## config.mk

```make
export PLATFORM = sky130hd
export DESIGN_NAME = regfile_wb_arbiter
export DESIGN_NICKNAME = d
export VERILOG_FILES = /design/src/rtl/regfile_wb_arbiter.sv
export SDC_FILE = /design/constraint.sdc
export NUM_CORES = 1
export LEC_CHECK = 0
export BUFFER_PORTS_ARGS = -buffer_cell sky130_fd_sc_hd__buf_2
export CORE_MARGIN = 5
export CORE_UTILIZATION = 35
export CTS_CLUSTER_SIZE = 40
export DETAILED_ROUTE_END_ITERATION = 7
export PLACE_DENSITY = 0.65
export SYNTH_ARGS = -nofsm -noshare
export SYNTH_HDL_FRONTEND = slang
export SYNTH_SLANG_ARGS = --single-unit
```

## constraint.sdc

```tcl
create_clock -name clk -period 1.7 [get_ports clk]
set_input_delay 0.255 -clock clk [delete_from_list [all_inputs] [get_ports clk]]
set_output_delay 0.255 -clock clk [all_outputs]
set_load 0.02 [all_outputs]
```

## src/rtl/regfile_wb_arbiter.sv

```systemverilog
// Register-file writeback arbiter.
// Shares the single register-file write port (WE3/AD3/WD3) between two
// writeback requesters: A (main pipeline) and B (long-latency unit).
// A has fixed priority. A starvation guard forces one B slot after B has
// been valid-and-denied for STARVE_LIMIT consecutive cycles.
//
// Ports:
//   clk, rst               clock, synchronous active-high reset
//   a_valid/a_ready/a_rd/a_data   requester A handshake and payload
//   b_valid/b_ready/b_rd/b_data   requester B handshake and payload
//   we, wa, wd             registered write port to the register file
//   b_forced               registered: last grant to B came from the guard
//   conflict_cnt           (only with WB_CONFLICT_COUNT_EN) saturating count
//                          of cycles with both requesters valid
//
// Optional feature macro: WB_CONFLICT_COUNT_EN
module regfile_wb_arbiter #(
    parameter int unsigned ADDRESS_WIDTH = 5,
    parameter int unsigned DATA_WIDTH    = 32,
    parameter int unsigned STARVE_LIMIT  = 4
) (
    input  logic                     clk,
    input  logic                     rst,
    input  logic                     a_valid,
    output logic                     a_ready,
    input  logic [ADDRESS_WIDTH-1:0] a_rd,
    input  logic [DATA_WIDTH-1:0]    a_data,
    input  logic                     b_valid,
    output logic                     b_ready,
    input  logic [ADDRESS_WIDTH-1:0] b_rd,
    input  logic [DATA_WIDTH-1:0]    b_data,
    output logic                     we,
    output logic [ADDRESS_WIDTH-1:0] wa,
    output logic [DATA_WIDTH-1:0]    wd,
`ifdef WB_CONFLICT_COUNT_EN
    output logic [15:0]              conflict_cnt,
`endif
    output logic                     b_forced
);

    localparam int unsigned CNT_W = 4;

    typedef enum logic [0:0] {
        A_PRI    = 1'b0,
        B_FORCED = 1'b1
    } state_t;

    state_t                   state, next_state;
    logic [CNT_W-1:0]         starve_cnt, starve_cnt_next;
    logic                     wr_en;
    logic [ADDRESS_WIDTH-1:0] wr_addr;
    logic [DATA_WIDTH-1:0]    wr_data;
    logic                     forced_xfer;

    // Grant, starvation tracking and next write-port values.
    always_comb begin
        next_state      = state;
        starve_cnt_next = starve_cnt;
        a_ready         = 1'b0;
        b_ready         = 1'b0;
        wr_en           = 1'b0;
        wr_addr         = wa;
        wr_data         = wd;
        forced_xfer     = 1'b0;

        if (!rst) begin
            case (state)
                A_PRI: begin
                    a_ready = a_valid;
                    b_ready = b_valid & ~a_valid;
                    if (b_valid && !b_ready) begin
                        starve_cnt_next = starve_cnt + CNT_W'(1);
                    end else begin
                        starve_cnt_next = '0;
                    end
                    if (starve_cnt_next == CNT_W'(STARVE_LIMIT)) begin
                        next_state = B_FORCED;
                    end
                end
                B_FORCED: begin
                    // Forced slot lasts one cycle even if B withdrew.
                    b_ready         = b_valid;
                    a_ready         = a_valid & ~b_valid;
                    forced_xfer     = b_valid;
                    starve_cnt_next = '0;
                    next_state      = A_PRI;
                end
                default: begin
                    next_state      = A_PRI;
                    starve_cnt_next = '0;
                end
            endcase
        end

        // Writes to x0 are accepted but suppressed; wa/wd keep last real write.
        if (a_valid && a_ready && (a_rd != '0)) begin
            wr_en   = 1'b1;
            wr_addr = a_rd;
            wr_data = a_data;
        end else if (b_valid && b_ready && (b_rd != '0)) begin
            wr_en   = 1'b1;
            wr_addr = b_rd;
            wr_data = b_data;
        end
    end

    // State and registered write port.
    always_ff @(posedge clk) begin
        if (rst) begin
            state      <= A_PRI;
            starve_cnt <= '0;
            we         <= 1'b0;
            wa         <= '0;
            wd         <= '0;
            b_forced   <= 1'b0;
        end else begin
            state      <= next_state;
            starve_cnt <= starve_cnt_next;
            we         <= wr_en;
            wa         <= wr_addr;
            wd         <= wr_data;
            b_forced   <= forced_xfer;
        end
    end

`ifdef WB_CONFLICT_COUNT_EN
    // Saturating count of cycles where both requesters contend.
    always_ff @(posedge clk) begin
        if (rst) begin
            conflict_cnt <= '0;
        end else if (a_valid && b_valid && (conflict_cnt != 16'hFFFF)) begin
            conflict_cnt <= conflict_cnt + 16'd1;
        end
    end
`endif

endmodule

```

==> results of run 1 <==
[per-layer routing]
metal	routed length, µm	share of wire	global-route usage	vias to the layer above
met5	0	0	0	-
met4	39	0.0062	0.0411	0
met3	549	0.087	0.0551	3
met2	2870	0.46	0.270	76
met1	2840	0.45	0.216	1021
li1	-	-	-	1097
[area by class of cell]
type                       instances  area, µm²
sequential                        44        881
clock buffer                       8       90.1
inverter                           4       15.0
multi-input combinational        171       1050
tap                               75       93.8
fill                             591       2960
timing repair buffer             129        727
[path summary, 6_finish.rpt]
check                                   to  depth (start not counted)  slack (ps)                startpoint
hold reg to reg   starve_cnt[0]$_SDFF_PP0_                          1         480  starve_cnt[0]$_SDFF_PP0_
setup / recovery                   b_ready                          3         120          state$_SDFF_PP0_
setup reg to reg       wd[15]$_SDFFE_PP0P_                          5         240          state$_SDFF_PP0_
hold / removal         wd[13]$_SDFFE_PP0P_                          3         220                b_data[13]
[power groups by stage]
stage	registers (mW)	clock network, mW	logic, mW
detailed placement	1.16	0	0.514
global placement	1.16	0	0.505
CTS	1.14	0.699	0.514
global route	1.15	0.736	0.556
finish	1.14	0.666	0.510
floorplan	1.25	0	0.202
[repair_timing]
item	CTS	global route
endpoints found under the setup margin	0	1
resized for setup	0	1
hold buffers	0	0
[worst max-delay path, delay by kind of cell, from the launching register on]
kind | cells | cell delay [ps]
AND/OR/NAND/NOR | 2 | 450
flip-flops | 1 | 390
buffers and inverters | 1 | 200
[registers in the layout, summed over array words and instances, names as in the netlist]
| name | count |
|---|---|
| we | 1 |
| starve_cnt | 4 |
| b_forced | 1 |
| wa | 5 |
| wd | 32 |
| state | 1 |
[kinds of logic after synthesis]
| logic type | count (synthesis) | synth area share |
|---|---|---|
| compound gates | 45 | 0.217 |
| xor+xnor | 2 | 0.00848 |
| fa+ha+maj | 1 | 0.00606 |
| buf+inv | 27 | 0.0727 |
| flops | 44 | 0.426 |
| simple gates | 123 | 0.270 |
[stage by stage]
| step | hold slack [ps] | util | TNS (ps) | setup slack, ps | cells |
|---|---|---|---|---|---|
| CTS | 210 | 0.490 | 0 | 105 | 431 |
| global placement | 444 | 0.475 | 0 | 25.0 | 423 |
| global route | 221 | 0.491 | 0 | 30.4 | 431 |
| detailed placement | 460 | 0.475 | -21.2 | -14.9 | 423 |
| finish | 222 | 0.491 | 0 | 122 | 431 |
| floorplan | 401 | - | 0 | 195 | 242 |
[placed cells by master (no fill, tap or decap), drive strengths merged]
cell type / instances
a21oi: 3
a22oi: 3
a311oi: 32
and2: 2
and2b: 1
and3: 1
and4b: 1
buf: 129
clkbuf: 8
dfxtp: 44
ha: 1
inv: 4
nand2: 67
nand2b: 1
nand3: 3
nor2: 5
nor2b: 1
nor3: 37
o211a: 1
o211ai: 1
o221a: 2
o31ai: 3
or2: 2
or3: 1
or4: 1
xnor2: 2
==> flow_summary.ini, run 1 <==
[outcome]
outcome = complete, no violations

[routing]
wl_per_cell_um = 14.6
vias = 2197
drt_iter0_drc = 85
routed_wl_um = 6300
drt-pass1-iter-count = 4
vias_per_cell = 5.10
drtAntennaViolNets = 0
drc = 0

[timing]
rsz0062_at_grt = no
slew_violations = 0
finalHoldViolations = 0
slew_headroom = 0.810
max_freq_mhz = 634
min_period_over_period = 0.928
setup_viol_count_final = 0
layout_min_cycle_time_ps = 1580
skew_ps = 5.68
tightest_slew_ps = 285

[final_layout]
syn2layout_area_growth_pct = 38.2
antenna_cells_inserted = 0
fin_nets = 434
drive_gt1_frac = 0.430
post-route-cell-area_mm2 = 0.00286

[power]
p_per_area_mw_per_mm2 = 812
clockPowerShare = 0.287
p_int_mw = 1.65
ir_drop_mv = 0.286
power.total_mw = 2.32
pwr-share-seq = 0.492
p_switching_uw = 665
swShare = 0.287
power.leakage_nw = 1.27
pwr-share-comb = 0.220

[clock_network]
clockBufferDepth = 2
cts.htree.levels = 2
cts_tree = yes
clkTransAtPathRegs_ps = 80
cts_buffers = 5
clock-root-buffer = clkbuf_8
clk-insertion-delay-late_ps = 290
cts_setup_buffers = 0
cts.sinks = 44

[setup_path]
arrival_ps = 1320
crit_chain = nand2b_1 > and2_1 > buf_2
cp-start-kind = flip-flop
cp.required_ps = 1440
worstPathMaxFanout = 5
cp-end-kind = primary output
critPathSlowestCell = dfxtp_1
crit_type = reg -> out
cpPeakStageDelay_ps = 390

[synthesis]
ys_dominant_reg_cell = dfxtp_1
syn_inst = 242
yosys_warnings = 0
avgSynthCellArea_um2 = 8.54
yosysTopAreaCell = dfxtp_1
ys_seq_elements = 44
syn_nets = 321
synth_edf_count = 0
syn_area_mm2 = 0.00207
yosysSeqAreaShare = 0.426
yosysMostFrequentCell = nand2_1
synth_common_cells = nand2_1, dfxtp_1, nor3_1
yosys.area.top_type_share = 0.426
async_reset_ff_frac = 0
ys_types = 33
synthTopCellsByArea = dfxtp_1, nand2_1, a311oi_1

[global_routing]
grt_antenna_before_repair = 0
grt_overflow = 0
grt_pass1_wl_um = 10200
grt_max_degree = 37
grt_use_total = 0.167
grt_pass1_vias = 2195

[die]
fp.dieW_um = 86.8
rows = 28
dieArea_mm2 = 0.00754
io_pins = 119
start_util = 0.355
coreArea_mm2 = 0.00582
dieHeight_um = 86.8

[run]
maxCapViolCount = 0

[placed_design]
place_congestion = 0.718
place_area_mm2 = 0.00276
numPortBuffers = 118
hpwl_um = 4580

[min_path]
hold_path_class = in -> reg
Power figures use the tool's default switching activity.
==> run 2, diff against run 1 <==
==> constraint.sdc (replaced) <==
create_clock -name clk -period 1.7 [get_ports clk]
set_input_delay 0.255 -clock clk [delete_from_list [all_inputs] [get_ports clk]]
set_output_delay 0.255 -clock clk [all_outputs]
set_load 0.01 [all_outputs]
==> run 2 against run 1 <==
  * Clock skew hardly changed
  * Setup slack better by 10 ps
  * First-iteration DRC count is 28% higher
  * Highest routed layer unchanged
  * Sequential cell count stayed put
  * Largest cell class unchanged
  * Clock-buffer cell count stayed put
==> flow_summary.ini, run 2 (synthesis results as in run 1) <==
[setup_path]
reg2reg_depth = 5
cp-start-kind = flip-flop
r2r_slack_ps = 220
worstPathMaxFanout = 24
cp-end-kind = primary output
rr_startpoint = state$_SDFF_PP0_
r2r-end = wd[15]$_SDFFE_PP0P_
crit_start = state$_SDFF_PP0_
cp.required_ps = 1440
arrival_ps = 1310
cp-endpoint = a_ready
crit_type = reg -> out

[routing]
drt-pass1-iter-count = 4
drtAntennaViolNets = 0
wl_met2_um = 2840
drt_iter0_drc = 109
highest_layer = met4
dr_wl_met3_um = 573
wl_per_cell_um = 14.5
drc = 0
m1WireLength_um = 2800
vias = 2205
vias_per_cell = 5.12
routed_wl_um = 6260

[global_routing]
grt_antenna_before_repair = 0
grt_pass1_wl_um = 10300
grt_overflow = 0
grt_max_degree = 37
grt_use_total = 0.166
grt_pass1_vias = 2238

[timing]
setup_viol_count_final = 0
tightest_slew_ps = 282
rsz0062_at_grt = no
slew_violations = 0
setup_slack_ps = 132
finalHoldViolations = 0
setup_tns_ps = 0
layout_min_cycle_time_ps = 1570
max_freq_mhz = 638
min_period_over_period = 0.922
skew_ps = 6.17
slew_headroom = 0.812

[final_layout]
fin_util = 0.490
largest_register_ffs = 32
top_register = wd
final_cell_mix = buf_2, nand2_1, dfxtp_1
antenna_cells_inserted = 0
reg_top3 = wd: 32 flops, wa: 5 flops, starve_cnt: 4 flops
fin_nets = 434
syn2layout_area_growth_pct = 38.0
multi_input_area_mm2 = 0.00105
drive_gt1_frac = 0.430
nFillCells = 603
final_common_cell = buf_2
seqCellArea_um2 = 881

[die]
dieArea_mm2 = 0.00754
rows = 28
dieHeight_um = 86.8
coreArea_mm2 = 0.00582
start_util = 0.355
io_pins = 119
fp.dieW_um = 86.8

[placed_design]
numPortBuffers = 118
hpwl_um = 4650
place_congestion = 0.719
place_ws_ps = -13.5

[min_path]
hold_path_class = in -> reg

[clock_network]
clkTransAtPathRegs_ps = 80
cts_tree = yes
cts_resized = 0
cts_setup_buffers = 0
cts.htree.levels = 2
cts_buffers = 5
clk-insertion-delay-late_ps = 290
cts.sinks = 44
ctsHoldBuffers = 0
clockBufferDepth = 2
clock-root-buffer = clkbuf_8

[power]
ir_drop_mv = 0.335
p_per_area_mw_per_mm2 = 792
power.total_mw = 2.26
power.leakage_nw = 1.27

[outcome]
outcome = complete, no violations

[run]
maxCapViolCount = 0
[run 2: worst min-delay path by stage]
stage	start	endpoint	slack (ps)	cells after the start
finish	b_data[12]	wd[12]$_SDFFE_PP0P_	230	3
global route	b_data[18]	wd[18]$_SDFFE_PP0P_	220	3
CTS	b_data[12]	wd[12]$_SDFFE_PP0P_	220	3
detailed placement	starve_cnt[0]$_SDFF_PP0_	starve_cnt[0]$_SDFF_PP0_	460	1
global placement	starve_cnt[0]$_SDFF_PP0_	starve_cnt[0]$_SDFF_PP0_	440	1
floorplan	a_valid	starve_cnt[3]$_SDFF_PP0_	400	2
[run 2: power by group]
group,internal [mW],switching (mW)
sequential,1.10,0.0374
clock,0.332,0.333
combinational,0.216,0.237
total,1.65,0.607
[run 2: metrics by stage]
stage / std cells / hold WS [ps] / instance area (µm²)
floorplan: 242 / 401 / 2070
global placement: 423 / 444 / 2760
detailed placement: 423 / 456 / 2760
CTS: 431 / 219 / 2850
global route: 431 / 218 / 2850
finish: 431 / 230 / 2850
[run 2: routing by layer]
metal	track usage	up-vias
li1	-	1096
met1	0.219	1025
met2	0.264	80
met3	0.0523	4
met4	0.0411	0
met5	0	-
[run 2: worst max-delay path: stages, from the launching register on]
cell	delay, ps
dfxtp_1	380
nand2_1	80
nand3_2	90
buf_4	280
inv_1	60
buf_2	140
[run 2: layout make-up]
type | instances | share of cell area
Clock buffer | 8 | 0.0316
Tap cell | 75 | 0.0329
Timing Repair Buffer | 129 | 0.254
Multi-Input combinational cell | 171 | 0.368
Sequential cell | 44 | 0.309
Inverter | 4 | 0.00527
